**src/rtl/alu_result_signature.sv**
```systemverilog
// -----------------------------------------------------------------------------
// alu_result_signature
//
// Purpose:
//   Downstream stage of the ALU frequency-measurement wrapper. After a start
//   pulse it ignores the first SKIP clock edges so the upstream pipeline can
//   flush. It then compresses SAMPLES consecutive ALU results {cout, Q} into
//   an (N+1)-bit rotate-XOR signature. It also counts the samples taken and
//   the samples that had carry set. A whole stress run can then be checked
//   on the board by reading a single register.
//
// Parameters:
//   N        ALU data width; the signature is N+1 bits wide
//   SAMPLES  number of results compressed per run (>= 1)
//   SKIP     edges ignored after start to flush upstream (>= 0)
//   CW       width of the count outputs; 2**CW must exceed SAMPLES
//
// Ports:
//   CLK           in   1    single clock, rising edge active
//   RST           in   1    asynchronous active-high reset
//   start         in   1    start pulse, honoured only in IDLE or DONE
//   Q             in   N    ALU result (upstream updates it on negedge CLK)
//   cout          in   1    ALU carry out (upstream updates it on negedge CLK)
//   busy          out  1    high while flushing or capturing
//   done          out  1    high once a run has finished; results are stable
//   signature     out  N+1  rotate-XOR signature of {cout, Q}
//   sample_count  out  CW   samples compressed so far
//   carry_count   out  CW   compressed samples that had cout == 1
// -----------------------------------------------------------------------------
module alu_result_signature #(
  parameter int N       = 128,
  parameter int SAMPLES = 256,
  parameter int SKIP    = 2,
  parameter int CW      = 9
) (
  input  logic          CLK,
  input  logic          RST,
  input  logic          start,
  input  logic [N-1:0]  Q,
  input  logic          cout,
  output logic          busy,
  output logic          done,
  output logic [N:0]    signature,
  output logic [CW-1:0] sample_count,
  output logic [CW-1:0] carry_count
);

  // State encoding
  localparam logic [1:0] S_IDLE  = 2'd0;
  localparam logic [1:0] S_FLUSH = 2'd1;
  localparam logic [1:0] S_RUN   = 2'd2;
  localparam logic [1:0] S_DONE  = 2'd3;

  // The skip counter must hold at least one bit, even when SKIP is 0.
  localparam int SW = (SKIP > 0) ? $clog2(SKIP + 1) : 1;

  // Terminal values: the last flush edge and the last capture edge.
  localparam logic [SW-1:0] SKIP_LAST    = SW'((SKIP > 0) ? (SKIP - 1) : 0);
  localparam logic [CW-1:0] SAMPLES_LAST = CW'(SAMPLES - 1);

  // Choose the state after an accepted start. With SKIP == 0 there is
  // nothing to flush, so capture begins on the very next edge.
  localparam logic [1:0] S_AFTER_START = (SKIP > 0) ? S_FLUSH : S_RUN;

  logic [1:0]    state_q,  state_d;
  logic [SW-1:0] skip_q,   skip_d;
  logic [N:0]    sig_q,    sig_d;
  logic [CW-1:0] scnt_q,   scnt_d;
  logic [CW-1:0] ccnt_q,   ccnt_d;

  // Next-state and datapath logic for the run sequencer
  always_comb begin
    state_d = state_q;
    skip_d  = skip_q;
    sig_d   = sig_q;
    scnt_d  = scnt_q;
    ccnt_d  = ccnt_q;

    case (state_q)
      S_IDLE, S_DONE: begin
        // A new run starts from a clean slate, so the previous results
        // are lost once start is accepted.
        if (start) begin
          state_d = S_AFTER_START;
          skip_d  = '0;
          sig_d   = '0;
          scnt_d  = '0;
          ccnt_d  = '0;
        end else begin
          state_d = state_q;
        end
      end

      S_FLUSH: begin
        // Q and cout are ignored here; only the flush edges are counted.
        if (skip_q == SKIP_LAST) begin
          state_d = S_RUN;
        end else begin
          skip_d = skip_q + {{(SW-1){1'b0}}, 1'b1};
        end
      end

      S_RUN: begin
        // Rotate left by one (the MSB wraps into bit 0), then fold in the
        // new sample.
        sig_d  = {sig_q[N-1:0], sig_q[N]} ^ {cout, Q};
        scnt_d = scnt_q + {{(CW-1){1'b0}}, 1'b1};
        ccnt_d = ccnt_q + {{(CW-1){1'b0}}, cout};
        if (scnt_q == SAMPLES_LAST) begin
          state_d = S_DONE;
        end else begin
          state_d = S_RUN;
        end
      end

      default: begin
        state_d = S_IDLE;
      end
    endcase
  end

  // State and result registers; RST clears them at once, even mid-run
  always_ff @(posedge CLK or posedge RST) begin
    if (RST) begin
      state_q <= S_IDLE;
      skip_q  <= '0;
      sig_q   <= '0;
      scnt_q  <= '0;
      ccnt_q  <= '0;
    end else begin
      state_q <= state_d;
      skip_q  <= skip_d;
      sig_q   <= sig_d;
      scnt_q  <= scnt_d;
      ccnt_q  <= ccnt_d;
    end
  end

  // Status flags are decoded straight from the registered state
  assign busy         = (state_q == S_FLUSH) || (state_q == S_RUN);
  assign done         = (state_q == S_DONE);
  assign signature    = sig_q;
  assign sample_count = scnt_q;
  assign carry_count  = ccnt_q;

endmodule

```
**config.mk**
```make
export PLATFORM = sky130hd
export DESIGN_NAME = alu_result_signature
export DESIGN_NICKNAME = d
export VERILOG_FILES = /design/src/rtl/alu_result_signature.sv
export SDC_FILE = /design/constraint.sdc
export NUM_CORES = 1
export LEC_CHECK = 0
export ABC_AREA = 1
export CORE_ASPECT_RATIO = 1.2
export CORE_MARGIN = 10
export CORE_UTILIZATION = 45
export CTS_CLUSTER_DIAMETER = 80
export DETAILED_ROUTE_END_ITERATION = 8
export PLACE_DENSITY = 0.9
export SLEW_MARGIN = 40
export SYNTH_ARGS = -nofsm -noshare
export SYNTH_HDL_FRONTEND = slang
export SYNTH_SLANG_ARGS = --single-unit
```
**constraint.sdc**
```tcl
create_clock -name CLK -period 6.5 [get_ports CLK]
set_input_delay 1.3 -clock CLK [delete_from_list [all_inputs] [get_ports CLK]]
set_output_delay 1.3 -clock CLK [all_outputs]
set_load 0.01 [all_outputs]
```
Yosys cells after proc, flatten, opt, wreduce, memory -nomap -nowiden
Index checks and enable logic that the tools add are counted.
Storage, ports and cells
  register bits: 151
  logic and storage cells: 37
  input bits: 132
Cells by class
  bitwise operators: 1
  muxes and demuxes: 12
  add/subtract/negate cells: 3
  eq/ne operators: 8
  reduce and logical (&&, ||, !) cells: 8
Operators by type and width (count)
  129-bit one-hot mux with 2 select lines: 1
  129-bit 2-to-1 mux: 1
  129-bit bitwise XOR: 1
  9-bit one-hot mux with 2 select lines: 2
  9-bit by 1-bit adder with 9-bit output: 1
  9-bit by 1-bit adder with 9-bit output, second input constant: 1
  9-bit by 8-bit equality test with 1-bit output, second input constant: 1
  9-bit 2-to-1 mux: 1
  2-bit 2-to-1 mux: 4
  2-bit != test, second input constant: 3
  2-bit one-hot mux with 3 select lines: 1
  2-bit by 1-bit equality test with 1-bit output, second input constant: 2
  2-bit equality test, second input constant: 2
  2-bit one-hot mux with 2 select lines: 1
  2-bit AND reduction: 2
  2-bit nonzero test: 2
  3-bit AND reduction: 1
  2-bit by 1-bit adder with 2-bit output, second input constant: 1
  2-bit logical NOT: 1
  2-bit OR reduction: 1
  1-bit logical OR: 1
  1-bit 2-to-1 mux: 1

Logic depth before layout (Yosys ltp)
Gate-level depths: netlist of the first run.
  word-level depth: 4
  gate-level depth with buffers: 10
  depth with buffers taken out: 9

Least setup slack after synthesis of the first run
No wires, ideal clock.
  path kind: input-to-reg
  start: in cout
  end: reg ccnt_q[6], in the netlist carry_count[6]
  data arrival time: 2.137 ns
  data required time: 6.377 ns
  setup time: 0.123 ns
  slack: 4.239 ns
  stages on the path: 7
  buffers on the path: 0
  cell sequence: ha_1 > ha_1 > nand2_1 > nor2_1 > nand2_1 > o21ai_0 > a21oi_1
On the way
  cells in the longest elaborated chain, start to end: 2
RTL lines
  start: declaration: line 40  | input logic cout,
  9-bit by 1-bit adder with 9-bit output: line 108  | ccnt_d = ccnt_q + {{(CW-1){1'b0}}, cout};
  9-bit one-hot mux with 2 select lines: line 79  | case (state_q)
  end signal: assignment: line 135  | ccnt_q <= ccnt_d;
  end: declaration: line 69  | logic [CW-1:0] ccnt_q, ccnt_d;
Every way passes these cells.
A chain may end at the register's enable or synchronous reset.

Worst setup path in the final report of the first run
  start: in start
  end: reg ccnt_q[4], in the netlist carry_count[4]
On the way
  cells in the longest elaborated chain, start to end: 2
RTL lines
  start: declaration: line 38  | input logic start,
  2-bit != test (no source line)
  2-bit AND reduction (no source line)
Every way passes these cells.

==> metrics.md, run 1 <==
| Metric | Value |
|---|---|
| First-pass iteration count of the detailed router | `5` |
| Fraction of layout instances using a drive strength above 1 | `0.145` |
| Max_cap viols | `0` |
| Unrepaired setup endpoints after global routing | `no` |
| Post-synthesis area per instance | `around 10 µm²` |
| Lkg Pwr | `4.45 nW` |
| Type of origin of the critical path | `primary input` |
| Count of fill cells added during filler insertion | `1227` |
| YS warnings | `0` |
| Via count of the first global-routing pass | `6790` |
| Post-route design area | `~11000 µm²` |
| Post-synthesis cell type count | `25` |
| Power Density | `between 400 and 500 nW/µm²` |
| Final layout net count | `around 1100` |
| Maximum fanout count along the critical path | `63` |
| Die Span X | `between 100 and 150 µm` |
| Root buffer cell | `clkbuf_16` |
| Post-route clock period utilization | `0.504` |
| Count of final setup violators | `0` |
| Area share of the leading cell type in the synthesized netlist | `0.502` |
| # Post-CTS Setup Buffers | `0` |
| CTS buffer count | `17` |
| Number of flops mapped to enable cells by yosys | `0` |
| Fin util | `0.673` |
| TritonCTS sink count | `around 150` |
| Maximum frequency from static timing analysis | `slightly above 300 MHz` |
| Total count of max-transition violations in the final report | `0` |
| Data arrival time of the critical path | `~3.6 ns` |
| Pin count of the biggest net entering global routing | `110` |
| Cell Rows | `between 50 and 60` |
| IR Drop Worst-Case VDD | `about 0.00021 V` |
| First DRT Iteration DRCs | `516` |
| Residual antenna-violating net count after detailed routing | `0` |
| Slew Limit Headroom | `0.458` |
| DRC violations left | `0` |
| Global-route total usage across every layer | `0.207` |
| Number of antenna violations at the first check in global routing | `0` |
| # diodes | `0` |
| Proportion of synthesized chip area in sequential cells | `0.502` |
| Detailed Place HPWL | `16.9 mm` |
| Beginning of the worst hold path | `skip_q[0]` |
| Clock tree buffer depth | `2` |
| Leading area contributor after synthesis | `dfrtp_1` |
| Top-level I/O count | `roughly 280` |
| Number of nets produced by synthesis | `~860` |
| Run status | `complete, no violations` |
| Number of instances in the synthesized netlist | `722` |
| Worst hold path class | `register to register` |
| Worst Path Class, Setup | `primary input to register` |
| Reg2Reg Launch Point | `state_q[0]` |
| Number of gates given a new drive strength after cts | `0` |
| Routed vias | `6399` |
| Hold_buf cts | `0` |
| DIE AREA | `between 20000 and 25000 µm²` |
| Post-place instance area | `10400 µm²` |
| Starting utilization of the core area | `0.461` |
| Worst setup path start | `start` |
| Synth async-reset ratio | `1.00` |
| Reg clk slew, reported paths | `0.06 ns` |
| Final worst clock skew | `about 0.0077 ns` |
| Die extent in y | `between 150 and 200 µm` |
| Type of element capturing the critical path | `register` |
| WP data required | `roughly 7 ns` |
| Final worst path period need | `3.27 ns` |
| Leading register cell type out of synthesis | `dfrtp_1` |
| Number of H-tree branching levels | `4` |
| Vias per inst | `5.31` |
| Clock latency of the later-clocked register in the worst-skew pair | `about 0.42 ns` |
| Most frequent cell after synthesis | `dfrtp_1` |
| Average wire per cell in the routed design | `19.5 µm` |
| First-pass GRT wire length | `37.4 mm` |
| Worst slew pin tran | `just over 0.8 ns` |
| Cell Area, Synth | `7530 µm²` |
| Accumulated negative setup slack | `0 ns` |
| Core box area | `between 15000 and 20000 µm²` |
| Hold Vio Cnt, Final | `0` |
| Area growth from synthesis to layout | `46.0%` |
| Number of input and output port buffers inserted | `280` |
| Synthesis-stage register bit count | `roughly 150` |
| Most area-consuming cells after synthesis | `dfrtp_1 (50%), xnor2_1 (15%), o21ai_2 (12%)` |
| Global route total overflow | `0` |
| Routed wire length | `23.5 mm` |
| Final GP Congestion | `between 0.8 and 0.9` |
| TritonCTS clock tree | `built` |
| Top cells by instance count after synthesis | `dfrtp_1 (151), nand3_1 (139), xnor2_1 (129), o21ai_2 (100), nand2_1 (41)` |
through the flow:
stage	instances	hold WS, ns	total power, mW	setup slack [ns]
floorplan	722	0.457	2.83	1.14
global placement	1174	0.466	3.66	2.87
detailed placement	1174	0.481	3.73	2.86
CTS	1206	0.489	4.79	3.21
global route	1206	0.503	5.03	3.10
finish	1206	0.486	4.75	3.23
cells in the final DEF, fill, tap and decap left out:
| cell | count |
|---|---|
| a211oi_1 | 1 |
| a21o_1 | 1 |
| a21oi_1 | 8 |
| buf_4 | 4 |
| bufinv_16 | 4 |
| clkbuf_1 | 2 |
| clkbuf_16 | 17 |
| clkdlybuf4s50_1 | 280 |
| clkinv_2 | 4 |
| clkinv_8 | 1 |
| clkinvlp_4 | 4 |
| dfrtp_1 | 151 |
| ha_1 | 8 |
| inv_1 | 19 |
| inv_2 | 3 |
| inv_6 | 1 |
| inv_8 | 1 |
| mux2i_1 | 1 |
| nand2_1 | 41 |
| nand2_4 | 3 |
| nand3_1 | 139 |
| nand4_1 | 4 |
| nor2_1 | 27 |
| nor2_4 | 2 |
| nor3_1 | 2 |
| nor4_1 | 1 |
| o21ai_0 | 34 |
| o21ai_2 | 100 |
| o22ai_1 | 2 |
| xnor2_1 | 129 |
layout make-up:
| cell class | instances | area, µm² | share of cell area |
|---|---|---|---|
| clock buffers | 19 | 433 | 0.0394 |
| clock inverters | 13 | 179 | 0.0163 |
| inverters | 24 | 110 | 0.0100 |
| multi-input cells | 503 | 3400 | 0.309 |
| flip-flops and latches | 151 | 3780 | 0.343 |
| well taps | 212 | 265 | 0.0241 |
| repair buffers | 284 | 2830 | 0.258 |
kinds of logic (layout without fill, tap and decap cells):
family,after synthesis,count (layout),synth area share
compound gates,146,146,0.148
xor+xnor,129,129,0.150
fa+ha+maj,8,8,0.0133
buf+inv,68,340,0.0475
flops,151,151,0.502
mux,1,1,0.00133
simple gates,219,219,0.139
state kept, by name, summed over array words and instances, names as in the netlist:
name          flops
carry_count       9
sample_count      9
signature       129
skip_q            2
state_q           2
final timing paths:
kind	endpoint	slack, ns	cells after the start
worst max-delay path	carry_count[4]	3.23	6
worst min-delay path	skip_q[0]	0.49	1
worst max register to register	carry_count[4]	3.62	8
worst min register to register	skip_q[0]	0.49	1
max in group asynchronous	signature[7]	3.94	3
min in group asynchronous	signature[75]	1.40	2
critical path: stages:
cell and delay, ns:
clkdlybuf4s50_1 0.52, nand2_4 0.58, nand2_1 0.61, nand2_4 0.31, inv_2 0.09, nor3_1 0.19
layer usage:
layer,track usage,wire length [µm]
met3,0.0855,2320
met4,0.0821,646
met5,0,0
met2,0.338,11500
met1,0.237,9110
power by group:
part | switching (mW) | total [mW] | internal [mW]
logic | 1.17 | 2.18 | 1.01
registers | 0.295 | 1.53 | 1.23
clock network | 0.397 | 1.04 | 0.641
total | 1.86 | 4.75 | 2.89
Power figures use the tool's default switching activity.
==> inputs of run 2 (changes only) <==
Settings changed: CORE_UTILIZATION 45 to 41, PLACE_DENSITY 0.9 to 0.87.
Clock period 6.5 ns to 2.95 ns, I/O delays scaled along.
==> run 2 against run 1 <==
Setup slack worse by 2.8 ns. Clock skew up 0.0048 ns. Total power up 120%. Flip-flop and latch count unchanged. Non-clock buffer count up 9. Wire length down 2.1%. Via count down 1.2%. Critical endpoint is now busy. Largest power group unchanged.
==> metrics.md, run 2 (synthesis gave the netlist of run 1 again) <==
| Metric | Value |
|---|---|
| Run status | `complete, no violations` |
| Maximum fanout count along the critical path | `4` |
| Final GP Congestion | `0.837` |
| Residual antenna-violating net count after detailed routing | `0` |
| Hold Vio Cnt, Final | `0` |
| Top-level I/O count | `281` |
| IR Drop Worst-Case VDD | `about 0.0007 V` |
| Register-to-register path setup slack | `~0.86 ns` |
| Die Span X | `approximately 140 µm` |
| Type of element capturing the critical path | `primary output` |
| Unrepaired setup endpoints after global routing | `no` |
| Number of non-filler instances in the completed layout | `1227` |
| Max_cap viols | `0` |
| Global-route total usage across every layer | `0.189` |
| Core box area | `roughly 18000 µm²` |
| DRC violations left | `0` |
| Routed vias | `6320` |
| DIE AREA | `roughly 24000 µm²` |
| Final worst path period need | `between 2 and 3 ns` |
| Count of fill cells added during filler insertion | `1455` |
| # diodes | `0` |
| Hold_buf cts | `0` |
| Routed wire length | `between 20 and 25 mm` |
| Global route total overflow | `0` |
| Post-place instance area | `10600 µm²` |
| Pin count of the biggest net entering global routing | `136` |
| Post-route clock period utilization | `0.869` |
| TritonCTS sink count | `151` |
| Power Density | `947 nW/µm²` |
| Commonest non-fill, non-tap cell in the layout | `clkdlybuf4s50_1` |
| FF-to-FF path depth | `8` |
| Area growth from synthesis to layout | `48.6%` |
| Final worst clock skew | `around 0.012 ns` |
| Beginning of the worst hold path | `skip_q[0]` |
| Maximum frequency from static timing analysis | `390 MHz` |
| CTS buffer count | `17` |
| Number of input and output port buffers inserted | `280` |
| Die extent in y | `about 170 µm` |
| Vias per inst | `roughly 5` |
| Cell Rows | `54` |
| Worst hold path class | `register to register` |
| Via count of the first global-routing pass | `6784` |
| Total count of max-transition violations in the final report | `0` |
| Number of H-tree branching levels | `4` |
| Number of antenna violations at the first check in global routing | `0` |
| Reg2Reg Launch Point | `state_q[0]` |
| Fraction of layout instances using a drive strength above 1 | `0.154` |
| Accumulated negative setup slack | `0 ns` |
| Total instance count after detailed placement | `1195` |
| First-pass iteration count of the detailed router | `4` |
| Type of origin of the critical path | `register` |
| Final layout net count | `approximately 1100` |
| Reg clk slew, reported paths | `0.06 ns` |
| Hold Path End | `skip_q[0]` |
| WP data required | `roughly 2.4 ns` |
| Worst setup path start | `state_q[0]` |
| Slew Limit Headroom | `0.539` |
| Worst reg2reg path endpoint | `carry_count[4]` |
| Root buffer cell | `clkbuf_16` |
| Data arrival time of the critical path | `slightly below 2 ns` |
| Post-route design area | `roughly 11000 µm²` |
| Clock tree buffer depth | `2` |
| # Post-CTS Setup Buffers | `0` |
| Number of flip-flops in the largest register | `about 130` |
| First DRT Iteration DRCs | `between 200 and 300` |
| Average wire per cell in the routed design | `between 15 and 20 µm` |
| Lkg Pwr | `between 4 and 5 nW` |
| Number of gates given a new drive strength after cts | `0` |
| Count of final setup violators | `0` |
| Clock latency of the later-clocked register in the worst-skew pair | `between 0.4 and 0.5 ns` |
| Detailed Place HPWL | `roughly 17 mm` |
| Worst slew pin tran | `0.690 ns` |
| Hold Path Stages | `1` |
| First-pass GRT wire length | `36.5 mm` |
| TritonCTS clock tree | `built` |
| Starting utilization of the core area | `0.416` |
| Worst Path Class, Setup | `register to primary output` |
| Commonest cells after routing, fill and taps aside | `clkdlybuf4s50_1 (280), dfrtp_1 (151), nand3_1 (139)` |
[run 2: cell types whose count changed in the layout (fill, tap and decap cells not counted)]
cell,previous run,this run
buf_12,0,8
buf_4,4,5
bufinv_16,4,3
clkbuf_1,2,1
clkbuf_8,0,5
clkinv_2,4,1
clkinv_4,0,2
clkinv_8,1,0
clkinvlp_4,4,2
inv_6,1,3
inv_8,1,0
[run 2: routing by layer]
metal,wire [µm],global-route usage,share of wire
met4,478,0.0605,0.021
met3,2240,0.0756,0.097
met1,9040,0.219,0.39
met2,11300,0.313,0.49
met5,0,0,0
[run 2: worst max-delay path by stage]
stage | endpoint | slack, ns
after floorplan | carry_count[0] | 0.46
after global placement | sample_count[5] | 0.73
after detailed placement | carry_count[4] | 0.66
after CTS | busy | 0.37
after global routing | busy | 0.30
final | busy | 0.39
[run 2: through the flow]
| stage | total power [mW] | hold slack [ns] | utilization | setup slack, ns |
|---|---|---|---|---|
| after floorplan | 6.23 | 0.457 | - | 0.457 |
| after CTS | 10.7 | 0.489 | 0.618 | 0.372 |
| after detailed placement | 8.35 | 0.481 | 0.583 | 0.661 |
| after global routing | 11.2 | 0.503 | 0.618 | 0.301 |
| final | 10.6 | 0.487 | 0.618 | 0.388 |
| after global placement | 8.20 | 0.467 | 0.583 | 0.734 |
[run 2: area by class of cell]
cell class | instances | area [µm²] | share of cell area
Timing Repair Buffer | 293 | 3000 | 0.268
Clock inverter | 9 | 138 | 0.0123
Sequential cell | 151 | 3780 | 0.338
Tap cell | 224 | 280 | 0.0250
Clock buffer | 23 | 498 | 0.0445
Multi-Input combinational cell | 503 | 3400 | 0.304
Inverter | 24 | 98.8 | 0.00883
[run 2: worst max-delay path: stages, from the launching register on]
cell and delay [ns]:
dfrtp_1 0.38, inv_1 0.07, ha_1 0.38, inv_2 0.14, clkdlybuf4s50_1 0.58
[run 2: report_power, final]
| part | switching (mW) | total [mW] | internal (mW) |
|---|---|---|---|
| Sequential | 0.634 | 3.35 | 2.71 |
| Clock | 0.874 | 2.33 | 1.45 |
| Combinational | 2.58 | 4.92 | 2.34 |
| Total | 4.09 | 10.6 | 6.51 |
==> inputs of run 3 (changes only) <==
Settings changed: CORE_UTILIZATION 41 to 58, DONT_BUFFER_PORTS set to 1, PLACE_DENSITY 0.87 to 0.85.
==> run 3 against run 2 <==
Setup slack better by 0.38 ns. Largest cell class unchanged. Critical endpoint is now carry_count[5]. First-iteration DRC count grew 110%. Largest power group is now sequential cells. Clock power decreased by 12%.
==> metrics.md, run 3 (synthesis gave the netlist of run 1 again) <==
| Metric | Value |
|---|---|
| Slew Limit Headroom | `0.550` |
| Routed vias | `about 5400` |
| Top-level I/O count | `roughly 280` |
| Cell Rows | `45` |
| Worst Path Class, Setup | `register to register` |
| Final layout net count | `approximately 840` |
| First-pass iteration count of the detailed router | `6` |
| Min setup slack post-route | `about 0.77 ns` |
| Global route total overflow | `0` |
| Commonest non-fill, non-tap cell in the layout | `dfrtp_1` |
| Type of element capturing the critical path | `register` |
| # Post-CTS Setup Buffers | `0` |
| Detailed Place HPWL | `approximately 15 mm` |
| Area growth from synthesis to layout | `8.50%` |
| Starting utilization of the core area | `0.595` |
| DRC violations left | `0` |
| Data arrival time of the critical path | `2.51 ns` |
| Final worst path period need | `between 2 and 2.5 ns` |
| Number of H-tree branching levels | `4` |
| Root buffer cell | `clkbuf_16` |
| Core box area | `12700 µm²` |
| # diodes | `0` |
| Final GP Congestion | `a little under 0.9` |
| Average wire per cell in the routed design | `23.0 µm` |
| Type of origin of the critical path | `register` |
| Run status | `complete, no violations` |
| TritonCTS sink count | `roughly 150` |
| Unrepaired setup endpoints after global routing | `no` |
| Lkg Pwr | `roughly 3.4 nW` |
| Power Density | `~1100 nW/µm²` |
| Worst slew pin tran | `around 0.67 ns` |
| Post-route clock period utilization | `0.740` |
| Commonest cells after routing, fill and taps aside | `dfrtp_1 (151), nand3_1 (139), xnor2_1 (129)` |
| Reg clk slew, reported paths | `around 0.06 ns` |
| First DRT Iteration DRCs | `630` |
| Die Span X | `124 µm` |
| Max_cap viols | `0` |
| Residual antenna-violating net count after detailed routing | `0` |
| CTS buffer count | `17` |
| Worst hold path class | `primary input to async pin` |
| Clock tree buffer depth | `2` |
| Maximum fanout count along the critical path | `20` |
| Via count of the first global-routing pass | `between 5000 and 6000` |
| DIE AREA | `between 15000 and 20000 µm²` |
| Final worst clock skew | `roughly 0.0073 ns` |
| Vias per inst | `between 6 and 7` |
| Global-route total usage across every layer | `0.222` |
| Die extent in y | `roughly 140 µm` |
| Number of input and output port buffers inserted | `0` |
| Accumulated negative setup slack | `0 ns` |
| IR Drop Worst-Case VDD | `around 0.00054 V` |
| Number of gates given a new drive strength after cts | `0` |
| Hold_buf cts | `0` |
| Total count of max-transition violations in the final report | `0` |
| Routed wire length | `around 20 mm` |
| Number of antenna violations at the first check in global routing | `0` |
| Worst slack at placement | `between 0.8 and 0.9 ns` |
| First-pass GRT wire length | `approximately 31 mm` |
| Number of non-filler instances in the completed layout | `just under 900` |
| Maximum frequency from static timing analysis | `around 460 MHz` |
| TritonCTS clock tree | `built` |
| WP data required | `about 3.3 ns` |
| Count of fill cells added during filler insertion | `roughly 950` |
| Hold Vio Cnt, Final | `0` |
| Count of final setup violators | `0` |
| Fraction of layout instances using a drive strength above 1 | `0.202` |
| Total instance count after detailed placement | `roughly 850` |
| Number of flip-flops in the largest register | `between 100 and 150` |
| Pin count of the biggest net entering global routing | `between 150 and 200` |
| Clock latency of the later-clocked register in the worst-skew pair | `roughly 0.4 ns` |
run 3: changes by cell type in the layout (fill, tap and decap cells not counted), sizes merged:
cell	delta
clkdlybuf4s50	-280
buf	-7
clkbuf	-4
clkinvlp	+4
bufinv	-1
inv	-1
run 3: metal layers:
metal	wire (µm)	global-route usage
met1	6530	0.230
met2	10400	0.377
met3	2890	0.114
met4	353	0.0758
met5	0	0
run 3: worst paths after layout:
path | startpoint | end | slack (ns) | cells past startpoint
worst max-delay path | state_q[0] | carry_count[5] | 0.77 | 9
worst min-delay path | RST | signature[43] | 0.1 | 2
worst max register to register | state_q[0] | carry_count[5] | 0.77 | 9
worst min register to register | skip_q[0] | skip_q[0] | 0.51 | 1
max in group asynchronous | RST | signature[68] | 2.01 | 3
min in group CLK | Q[27] | signature[27] | 0.39 | 2
run 3: final cells by class:
class	instances	area, µm²	share of cell area
Timing Repair Buffer	6	128	0.0156
Inverter	24	98.8	0.0121
Sequential cell	151	3780	0.462
Clock inverter	11	129	0.0158
Clock buffer	19	433	0.0530
Multi-Input combinational cell	503	3400	0.416
Tap cell	164	205	0.0251
run 3: per-stage QoR:
step                      hold WS, ns   util  cell area, µm²  total power, mW
after detailed placement        0.502  0.599            7580             6.94
after global routing            0.100  0.645            8170             9.57
after CTS                       0.329  0.643            8150             9.04
after floorplan                 0.457      -            7540             6.23
final                          0.0998  0.645            8170             8.97
after global placement          0.467  0.599            7580             6.74
run 3: where the power goes:
part / total (mW) / switching (mW) / internal, mW
combinational: 3.11 / 1.91 / 1.20
sequential: 3.80 / 1.09 / 2.71
clock: 2.06 / 0.824 / 1.24
total: 8.97 / 3.82 / 5.14
run 3: critical path, stage by stage (launching register included):
cell and delay (ns):
dfrtp_1 0.38, inv_1 0.08, ha_1 0.37, inv_2 0.17
nand2_4 0.08, nand2_1 0.51, nand3_1 0.22, nor2_1 0.14
nor2_1 0.05, nor2_1 0.11
